--- config.mk ---
export PLATFORM = sky130hd
export DESIGN_NAME = alu_sequencer_flat
export DESIGN_NICKNAME = d
export VERILOG_FILES = /design/src/rtl/alu_sequencer_if.sv /design/src/rtl/alu_sequencer.sv /design/src/flat_wrapper.sv
export SDC_FILE = /design/constraint.sdc
export NUM_CORES = 1
export LEC_CHECK = 0
export ABC_AREA = 1
export BUFFER_PORTS_ARGS = -buffer_cell sky130_fd_sc_hd__clkbuf_2
export CAP_MARGIN = 0
export CORE_ASPECT_RATIO = 1.1
export CORE_MARGIN = 4
export CORE_UTILIZATION = 40
export CTS_BUF_LIST = sky130_fd_sc_hd__clkbuf_4 sky130_fd_sc_hd__clkbuf_8 sky130_fd_sc_hd__clkbuf_16
export DETAILED_ROUTE_END_ITERATION = 10
export PLACE_DENSITY_LB_ADDON = 0.08
export REMOVE_ABC_BUFFERS = 1
export SYNTH_ARGS = -nofsm -noshare
export SYNTH_HDL_FRONTEND = slang
export SYNTH_SLANG_ARGS = --single-unit
--- constraint.sdc ---
create_clock -name clk -period 1.61 [get_ports clk]
set_input_delay 0.0805 -clock clk [delete_from_list [all_inputs] [get_ports clk]]
set_output_delay 0.0805 -clock clk [all_outputs]
set_load 0.005 [all_outputs]
--- src/rtl/alu_sequencer_if.sv ---
// rtl/alu_sequencer_if.sv - instruction handshake bundle between instruction source and sequencer
interface alu_sequencer_if;
    logic        inst_valid;
    logic [15:0] inst_in;
    logic        inst_ready;

    modport master (output inst_valid, output inst_in, input inst_ready);
    modport slave  (input inst_valid, input inst_in, output inst_ready);
endinterface

--- src/rtl/alu_sequencer.sv ---
// rtl/alu_sequencer.sv - DECODE/EXEC/WB sequencer driving the ALU/register-file control inputs
module alu_sequencer (
    input  logic                 clk,
    input  logic                 Reset,
    alu_sequencer_if.slave       inst_bus,
    input  logic                 hold,
    input  logic [4:0]           flags_in,
    output logic [3:0]           A_Mux_input,
    output logic [3:0]           B_Mux_input,
    output logic                 Imm_mux_input,
    output logic [15:0]          Immediate,
    output logic [7:0]           OP,
    output logic                 cin,
    output logic                 Flags_Enable,
    output logic                 Tri_Enable,
    output logic [3:0]           Reg_Enable,
    output logic                 done,
    output logic [15:0]          retired
);

    typedef enum logic [1:0] {S_IDLE, S_DECODE, S_EXEC, S_WB} state_t;

    state_t      r_state, w_state_nxt;
    logic        r_cmp, w_cmp_nxt;
    logic [3:0]  r_a, w_a_nxt;
    logic [3:0]  r_b, w_b_nxt;
    logic [3:0]  r_rd, w_rd_nxt;
    logic        r_isel, w_isel_nxt;
    logic [15:0] r_imm, w_imm_nxt;
    logic [7:0]  r_op, w_op_nxt;
    logic        r_cin, w_cin_nxt;
    logic        r_fen, w_fen_nxt;
    logic        r_ten, w_ten_nxt;
    logic        r_done, w_done_nxt;
    logic [15:0] r_retired, w_retired_nxt;
    logic        w_clear;

    logic        w_in_reg_form;
    logic [3:0]  w_in_code;
    logic        w_accept;
    logic        w_unused_flags;

    // Only the carry flag feeds the sequencer; the rest of the flag bus is ignored.
    assign w_unused_flags = ^flags_in[4:1];

    assign inst_bus.inst_ready = (r_state == S_IDLE) & ~hold & ~Reset;
    assign w_accept            = inst_bus.inst_valid & inst_bus.inst_ready;

    // Register form carries its ALU function in ext, immediate form in op.
    assign w_in_reg_form = (inst_bus.inst_in[15:12] == 4'h0);
    assign w_in_code     = w_in_reg_form ? inst_bus.inst_in[7:4] : inst_bus.inst_in[15:12];

    always_comb begin
        w_state_nxt   = r_state;
        w_cmp_nxt     = r_cmp;
        w_a_nxt       = r_a;
        w_b_nxt       = r_b;
        w_rd_nxt      = r_rd;
        w_isel_nxt    = r_isel;
        w_imm_nxt     = r_imm;
        w_op_nxt      = r_op;
        w_cin_nxt     = r_cin;
        w_fen_nxt     = r_fen;
        w_ten_nxt     = r_ten;
        w_done_nxt    = r_done;
        w_retired_nxt = r_retired;
        w_clear       = 1'b0;

        if (!hold) begin
            case (r_state)
                S_IDLE: begin
                    if (w_accept) begin
                        w_state_nxt = S_DECODE;
                        w_cmp_nxt   = (w_in_code == 4'hB);
                        w_a_nxt     = inst_bus.inst_in[11:8];
                        w_rd_nxt    = inst_bus.inst_in[11:8];
                        w_b_nxt     = w_in_reg_form ? inst_bus.inst_in[3:0] : 4'h0;
                        w_isel_nxt  = ~w_in_reg_form;
                        w_imm_nxt   = w_in_reg_form ? 16'h0000
                                                    : {{8{inst_bus.inst_in[7]}}, inst_bus.inst_in[7:0]};
                        w_op_nxt    = w_in_reg_form ? {4'h0, inst_bus.inst_in[7:4]}
                                                    : {inst_bus.inst_in[15:12], 4'h0};
                        w_cin_nxt   = (w_in_code == 4'h7) & flags_in[0];
                    end
                end
                S_DECODE: begin
                    w_state_nxt = S_EXEC;
                    w_fen_nxt   = 1'b1;
                    if (r_cmp) begin
                        w_done_nxt    = 1'b1;
                        w_retired_nxt = r_retired + 16'd1;
                    end
                end
                S_EXEC: begin
                    if (r_cmp) begin
                        w_state_nxt = S_IDLE;
                        w_clear     = 1'b1;
                    end else begin
                        w_state_nxt   = S_WB;
                        w_fen_nxt     = 1'b0;
                        w_ten_nxt     = 1'b1;
                        w_done_nxt    = 1'b1;
                        w_retired_nxt = r_retired + 16'd1;
                    end
                end
                S_WB: begin
                    w_state_nxt = S_IDLE;
                    w_clear     = 1'b1;
                end
                default: begin
                    w_state_nxt = S_IDLE;
                    w_clear     = 1'b1;
                end
            endcase
        end

        // Returning to IDLE parks every datapath control at zero.
        if (w_clear) begin
            w_cmp_nxt  = 1'b0;
            w_a_nxt    = 4'h0;
            w_b_nxt    = 4'h0;
            w_rd_nxt   = 4'h0;
            w_isel_nxt = 1'b0;
            w_imm_nxt  = 16'h0000;
            w_op_nxt   = 8'h00;
            w_cin_nxt  = 1'b0;
            w_fen_nxt  = 1'b0;
            w_ten_nxt  = 1'b0;
            w_done_nxt = 1'b0;
        end
    end

    always_ff @(posedge clk or posedge Reset) begin
        if (Reset) begin
            r_state   <= S_IDLE;
            r_cmp     <= 1'b0;
            r_a       <= 4'h0;
            r_b       <= 4'h0;
            r_rd      <= 4'h0;
            r_isel    <= 1'b0;
            r_imm     <= 16'h0000;
            r_op      <= 8'h00;
            r_cin     <= 1'b0;
            r_fen     <= 1'b0;
            r_ten     <= 1'b0;
            r_done    <= 1'b0;
            r_retired <= 16'h0000;
        end else begin
            r_state   <= w_state_nxt;
            r_cmp     <= w_cmp_nxt;
            r_a       <= w_a_nxt;
            r_b       <= w_b_nxt;
            r_rd      <= w_rd_nxt;
            r_isel    <= w_isel_nxt;
            r_imm     <= w_imm_nxt;
            r_op      <= w_op_nxt;
            r_cin     <= w_cin_nxt;
            r_fen     <= w_fen_nxt;
            r_ten     <= w_ten_nxt;
            r_done    <= w_done_nxt;
            r_retired <= w_retired_nxt;
        end
    end

    assign A_Mux_input   = r_a;
    assign B_Mux_input   = r_b;
    assign Imm_mux_input = r_isel;
    assign Immediate     = r_imm;
    assign OP            = r_op;
    assign cin           = r_cin;
    assign Flags_Enable  = r_fen;
    assign Tri_Enable    = r_ten;
    assign Reg_Enable    = r_rd;
    assign done          = r_done;
    assign retired       = r_retired;

endmodule

--- src/flat_wrapper.sv ---
// flat-port wrapper written by rule: the top's interface ports become plain ports
module alu_sequencer_flat 
  (clk, Reset, hold, flags_in, A_Mux_input, B_Mux_input, Imm_mux_input, Immediate, OP, cin, Flags_Enable, Tri_Enable, Reg_Enable, done, retired, inst_bus_inst_valid, inst_bus_inst_in, inst_bus_inst_ready);
  alu_sequencer_if inst_bus_i ();
  input  logic clk;
  input  logic Reset;
  input  logic hold;
  input  logic [4:0] flags_in;
  output logic [3:0] A_Mux_input;
  output logic [3:0] B_Mux_input;
  output logic Imm_mux_input;
  output logic [15:0] Immediate;
  output logic [7:0] OP;
  output logic cin;
  output logic Flags_Enable;
  output logic Tri_Enable;
  output logic [3:0] Reg_Enable;
  output logic done;
  output logic [15:0] retired;
  input wire logic [$bits(inst_bus_i.inst_valid)-1:0] inst_bus_inst_valid;
  input wire logic [$bits(inst_bus_i.inst_in)-1:0] inst_bus_inst_in;
  output wire logic [$bits(inst_bus_i.inst_ready)-1:0] inst_bus_inst_ready;
  assign inst_bus_i.inst_valid = inst_bus_inst_valid;
  assign inst_bus_i.inst_in = inst_bus_inst_in;
  assign inst_bus_inst_ready = inst_bus_i.inst_ready;
  alu_sequencer u_core (.clk(clk), .Reset(Reset), .inst_bus(inst_bus_i), .hold(hold), .flags_in(flags_in), .A_Mux_input(A_Mux_input), .B_Mux_input(B_Mux_input), .Imm_mux_input(Imm_mux_input), .Immediate(Immediate), .OP(OP), .cin(cin), .Flags_Enable(Flags_Enable), .Tri_Enable(Tri_Enable), .Reg_Enable(Reg_Enable), .done(done), .retired(retired));
endmodule
==> results.sh, run 1 <==
export IMPL_fmax_mhz=647
export IMPL_reg2reg_slack_ns=0.06
export IMPL_cts_tree="yes"
export IMPL_skew_ns=0.00996
export IMPL_grt_use_total_pct=15.8
export IMPL_synth_fa_ha_area_share_pct=2.95
export IMPL_yosysSeqAreaShare_pct=47.2
export IMPL_core_mm2=0.00616
export IMPL_synth_top_area_cell="dfrtp_1"
export IMPL_die_y_um=91.6
export IMPL_place_hpwl_mm=4.33
export IMPL_irDropWorstVdd_mv=0.641
export IMPL_die_area_mm2=0.00770
export IMPL_synth_compound_area_share_pct=4.82
export IMPL_synth_mux_area_fraction_pct=0
export IMPL_diodes=0
export IMPL_endpoint="u_core.Immediate[0]"
export IMPL_area_growth_pct=30.3
export IMPL_worst_setup_path_end_kind="flip-flop"
export IMPL_slowest_stage="dfrtp_1"
export IMPL_cts_made_buffers=5
export IMPL_post_route_min_period_ns=1.55
export IMPL_via_per_inst=4.58
export IMPL_layout_nets=433
export IMPL_arrival_ns=1.79
export IMPL_grt_pass1_vias=2158
export IMPL_drive_gt1_share_pct=34.2
export IMPL_critPathKind="reg -> reg"
export IMPL_rsz0062_at_grt="true"
export IMPL_yosysUniqueCellTypes=23
export IMPL_slew_viol_final=0
export IMPL_worst_pin_slew_ns=0.466
export IMPL_yosysMostFrequentCell="nand2_1"
export IMPL_port_buffers=78
export IMPL_slew_headroom_pct=68.9
export IMPL_synth_simple_area_share_pct=31.6
export IMPL_cts_root_buffer="clkbuf_8"
export IMPL_wl_per_cell_um=12.2
export IMPL_clk_pin_slew_ns=0.10
export IMPL_crit_cells=9
export IMPL_outcome="finished clean"
export IMPL_synthCells=315
export IMPL_place_congestion=0.744
export IMPL_critPathMaxFanout=6
export IMPL_synth_edff_count=0
export IMPL_r2r_end="u_core.Immediate[0]"
export IMPL_finalHoldViolCount=0
export IMPL_clock_path_buffers=2
export IMPL_hold_path_class="in -> reg"
export IMPL_synth_common_cells="nand2_1 (115), dfrtp_1 (48), inv_1 (32)"
export IMPL_r2r_start="u_core.r_state[1]"
export IMPL_finalCritPeriodShare_pct=96.0
export IMPL_drtPass1Iterations=4
export IMPL_initial_core_util_pct=41.3
export IMPL_post_route_drc_count=0
export IMPL_leakagePower_nw=1.79
export IMPL_drv_cap=0
export IMPL_yosys_warnings=0
export IMPL_avgSynthCellArea_um2=8.07
export IMPL_synth_top_family_by_area="simple AND/OR/NAND/NOR gates"
export IMPL_htree_num_levels=2
export IMPL_cp_startpoint="u_core.r_state[1]"
export IMPL_cpLargestDelayFamily="simple AND/OR/NAND/NOR gates"
export IMPL_ioPinCount=83
export IMPL_async_reset_ff_share_pct=100
export IMPL_design_power_total_mw=4.63
export IMPL_reg2regPathDepth=9
export IMPL_grt_pass1_wl_mm=10.0
export IMPL_rows=30
export IMPL_power_density_mw_per_mm2=1400
export IMPL_drtIter0Drc=77
export IMPL_syn_area_mm2=0.00254
export IMPL_n_fill_cell=641
export IMPL_ys_top_cells_by_area="dfrtp_1 (47%), nand2_1 (17%), inv_1 (4.7%)"
export IMPL_setup_viol=0
export IMPL_yosys_register_bits=48
export IMPL_grt_max_degree=29
export IMPL_ant_nets=0
export IMPL_synth_ff_type="dfrtp_1"
export IMPL_postLayoutCoreUtil_pct=53.8
export IMPL_clkSinkCount=48
export IMPL_finalWirelength_mm=5.87
export IMPL_antenna_found_initial=0
export IMPL_crit_path_frequent_cell="nand2_4"
export IMPL_die_width_um=84.0
export IMPL_crit_required_ns=1.86
export IMPL_synth_xor_area_share_pct=2.76
export IMPL_clock_latency_ns=0.30
export IMPL_vias=2212
export IMPL_worst_path_largest_cell_delay_ns=0.44
export IMPL_worst_setup_path_start_kind="flip-flop"
export IMPL_worst_path_buf_inv=2
export IMPL_crit_chain="inv_2 > ha_4 > nand2_4 > nor2_4 > nand2_4 > nor2_8 > clkbuf_16 > nand3_1 > nand2_1"
export IMPL_yosysTopAreaCellShare_pct=47.2
export IMPL_grt_overflow=0
## metrics by stage
step                      std cells  hold WS, ns  setup TNS [ns]  cell area (µm²)  worst slack, ns
after floorplan                 299        0.187               0             2410           0.0727
after global placement          465        0.150        -0.00535             2980         -0.00535
after detailed placement        465        0.153         -0.0167             2980          -0.0167
after CTS                       480      0.00402               0             3170          0.00203
after global routing            483     0.000613          -0.138             3310          -0.0181
final                           483      0.00621               0             3310           0.0646
## cell usage in the layout, fill, tap and decap left out, drive strengths merged
cell type / instances
buf: 11
nand4: 5
nor2: 29
dlygate4sd3: 5
nand3: 23
clkinvlp: 1
ha: 6
nand2: 124
inv: 36
bufinv: 1
xor2: 5
o22ai: 1
xnor2: 3
clkbuf: 84
o21ai: 21
dfrtp: 48
## where the power goes
group | leakage [nW] | switching (mW) | internal [mW]
Clock | 0.0548 | 0.427 | 0.468
Combinational | 1.11 | 1.02 | 0.847
Sequential | 0.625 | 0.306 | 1.56
Total | 1.79 | 1.75 | 2.87
## flip-flops by register name, indices dropped and copies added, names as in the netlist
signal / count
u_core.retired: 16
u_core.Immediate: 8
u_core.OP: 8
u_core.A_Mux_input: 4
u_core.B_Mux_input: 4
u_core.r_state: 2
u_core.Flags_Enable: 1
u_core.Imm_mux_input: 1
u_core.Tri_Enable: 1
u_core.cin: 1
u_core.done: 1
u_core.r_cmp: 1
## metal layers
| metal | part of all wire [%] | vias to the layer above | GRT usage (%) |
|---|---|---|---|
| met1 | 45 | 1026 | 19.1 |
| met4 | 0.77 | 0 | 3.62 |
| met5 | 0 | - | 0 |
| met3 | 5.0 | 4 | 4.40 |
| met2 | 50 | 48 | 28.1 |
| li1 | - | 1134 | - |
## kinds of logic after synthesis
| kind of cell | count (synthesis) |
|---|---|
| buffers and inverters | 51 |
| AOI/OAI and AO/OA | 22 |
| and+or+nand+nor | 180 |
| xor gates and xnor gates | 8 |
| DFF | 48 |
| adders and majority gates | 6 |
## cell type report
cell class	instances	area (µm²)	area share (%)
clock buffer	5	68.8	2.08
clock inverter	3	46.3	1.40
inverter	35	139	4.19
multi-input combinational	217	1180	35.6
sequential	48	1200	36.3
tap	80	100	3.02
timing repair buffer	95	577	17.4
## timing repair
action	4_1_cts	5_1_grt
pin swaps	1	11
endpoints found under the setup margin	3	40
endpoints found under the hold margin	23	0
hold buffers	5	0
cloned	1	1
gates resized for setup	1	26
setup buffers	1	2
## worst register-to-register path: cells and delay by family, from the launching register on
kind                       cells  cell delay [ns]
buffers and inverters          2             0.31
adders and majority gates      1             0.16
DFF                            1             0.44
and+or+nand+nor                6             0.58
## how the worst min path moves through the flow
stage	startpoint	endpoint	slack [ns]	depth (start not counted)
3_5_place_dp	Reset	u_core.done	0.15	2
5_1_grt	inst_bus_inst_in[0]	u_core.B_Mux_input[0]	0.0006	3
2_1_floorplan	Reset	inst_bus_inst_ready	0.19	1
4_1_cts	inst_bus_inst_in[3]	u_core.Immediate[3]	0.004	3
6_report	inst_bus_inst_in[0]	u_core.B_Mux_input[0]	0.006	3
3_3_place_gp	Reset	u_core.Tri_Enable	0.15	2
Note: power is estimated with default switching activity, not from simulation.
==> inputs of run 2 (changes only) <==
--- a/config.mk
+++ b/config.mk
@@ -8,11 +8,12 @@
 export ABC_AREA = 1
 export BUFFER_PORTS_ARGS = -buffer_cell sky130_fd_sc_hd__clkbuf_2
 export CAP_MARGIN = 0
-export CORE_ASPECT_RATIO = 1.1
+export CORE_ASPECT_RATIO = 1.5
 export CORE_MARGIN = 4
 export CORE_UTILIZATION = 40
 export CTS_BUF_LIST = sky130_fd_sc_hd__clkbuf_4 sky130_fd_sc_hd__clkbuf_8 sky130_fd_sc_hd__clkbuf_16
 export DETAILED_ROUTE_END_ITERATION = 10
+export GPL_ROUTABILITY_DRIVEN = 0
 export PLACE_DENSITY_LB_ADDON = 0.08
 export REMOVE_ABC_BUFFERS = 1
 export SYNTH_ARGS = -nofsm -noshare
==> results.sh, run 2 (synthesis gave the netlist of run 1 again) <==
export IMPL_antenna_found_initial=0
export IMPL_mostFrequentLayoutCell="nand2_1"
export IMPL_ant_nets=0
export IMPL_drtPass1Iterations=4
export IMPL_vias=2203
export IMPL_leakagePower_nw=1.74
export IMPL_clkSinkCount=48
export IMPL_crit_required_ns=1.85
export IMPL_finalHoldViolCount=0
export IMPL_grt_pass1_vias=2167
export IMPL_slew_viol_final=0
export IMPL_power_density_mw_per_mm2=1370
export IMPL_core_mm2=0.00617
export IMPL_grt_use_total_pct=16.1
export IMPL_slew_headroom_pct=72.5
export IMPL_hold_path_class="in -> reg"
export IMPL_clock_latency_ns=0.29
export IMPL_final_cell_area_mm2=0.00315
export IMPL_grt_pass1_wl_mm=9.92
export IMPL_diodes=0
export IMPL_drv_cap=0
export IMPL_skew_ns=0.00444
export IMPL_via_per_inst=4.67
export IMPL_clock_path_buffers=2
export IMPL_area_growth_pct=24.0
export IMPL_critPathMaxFanout=11
export IMPL_finalWirelength_mm=5.93
export IMPL_setup_viol=0
export IMPL_post_route_min_period_ns=1.51
export IMPL_finalCritPeriodShare_pct=93.6
export IMPL_rows=35
export IMPL_reg2regPathDepth=9
export IMPL_irDropWorstVdd_mv=0.630
export IMPL_htree_num_levels=2
export IMPL_die_y_um=106
export IMPL_largest_reg_flops=16
export IMPL_critPathKind="reg -> reg"
export IMPL_cts_tree="yes"
export IMPL_worst_path_buf_inv=2
export IMPL_rsz0062_at_grt="true"
export IMPL_grt_overflow=0
export IMPL_worst_path_largest_cell_delay_ns=0.42
export IMPL_die_width_um=73.1
export IMPL_port_buffers=78
export IMPL_postLayoutCoreUtil_pct=51.1
export IMPL_place_hpwl_mm=4.49
export IMPL_placed_cells=456
export IMPL_worst_pin_slew_ns=0.412
export IMPL_cpLargestDelayFamily="simple AND/OR/NAND/NOR gates"
export IMPL_ioPinCount=83
export IMPL_drtIter0Drc=83
export IMPL_worst_setup_path_start_kind="flip-flop"
export IMPL_drive_gt1_share_pct=31.4
export IMPL_slowest_stage="dfrtp_1"
export IMPL_post_route_drc_count=0
export IMPL_die_area_mm2=0.00772
export IMPL_initial_core_util_pct=41.2
export IMPL_grt_max_degree=37
export IMPL_final_cells=472
export IMPL_wl_per_cell_um=12.6
export IMPL_layout_nets=429
export IMPL_worst_setup_path_end_kind="flip-flop"
export IMPL_most_common_layout_cells="nand2_1 (112), clkbuf_2 (78), dfrtp_1 (48)"
export IMPL_hold_path_depth=3
export IMPL_fmax_mhz=664
export IMPL_crit_cells=9
export IMPL_arrival_ns=1.75
export IMPL_crit_chain="inv_2 > ha_1 > nand2_2 > nor2_4 > nand2_4 > nor2_8 > buf_12 > nand3_1 > nand2_1"
export IMPL_cts_made_buffers=5
export IMPL_clk_pin_slew_ns=0.09
export IMPL_outcome="finished clean"
export IMPL_placedInstanceArea_mm2=0.00295
export IMPL_cts_root_buffer="clkbuf_8"
export IMPL_design_power_total_mw=4.32
==> run 2: path summary, 6_finish.rpt <==
kind / startpoint / end / slack, ns
min reg2reg: u_core.Imm_mux_input / u_core.Imm_mux_input / 0.48
max in group asynchronous: Reset / u_core.retired[11] / 0.82
max reg2reg: u_core.r_state[1] / u_core.OP[0] / 0.10
min: inst_bus_inst_in[6] / u_core.Immediate[6] / 0.02
max: u_core.r_state[1] / u_core.OP[0] / 0.10
min in group asynchronous: Reset / u_core.retired[0] / 0.30
==> run 2: per-stage QoR <==
step	hold WS [ns]	TNS, ns	worst slack [ns]
floorplan	0.187	0	0.0727
global placement	0.0741	0	0.0333
detailed placement	0.0805	-0.00395	-0.00395
CTS	0.00808	0	0.00316
global route	0.0132	-0.204	-0.0373
finish	0.0210	0	0.104
==> run 2: timing repair <==
action,in CTS,in global routing
pin swaps,1,2
hold endpoints to repair,16,0
hold buffers,5,0
gates resized for setup,1,13
endpoints found under the setup margin,1,35
cloned,1,0
buffers inserted,2,1
==> run 2: layout make-up <==
type / count / area (µm²)
clock inverters: 1 / 5.00
flip-flops and latches: 48 / 1200
well taps: 74 / 92.6
clock buffers: 6 / 76.3
fillers: 627 / 3020
multi-input cells: 217 / 1120
repair buffers: 91 / 526
inverters: 35 / 136
==> run 2: power by group <==
group | switching, mW | total (mW) | internal, mW
logic | 0.984 | 1.75 | 0.765
clock network | 0.389 | 0.702 | 0.313
registers | 0.309 | 1.87 | 1.56
==> run 2: worst min-delay path, delay by kind of cell <==
family / cells / cell delay (ns)
simple gates: 2 / 0.11
buf+inv: 1 / 0.09
==> run 2: metal layers <==
| metal | part of all wire, % | global-route usage (%) | vias to the layer above |
|---|---|---|---|
| met3 | 6.5 | 3.15 | 11 |
| met4 | 2.8 | 5.54 | 0 |
| met5 | 0 | 0 | - |
| met2 | 50 | 27.5 | 65 |
| met1 | 41 | 19.7 | 995 |
| li1 | - | - | 1132 |
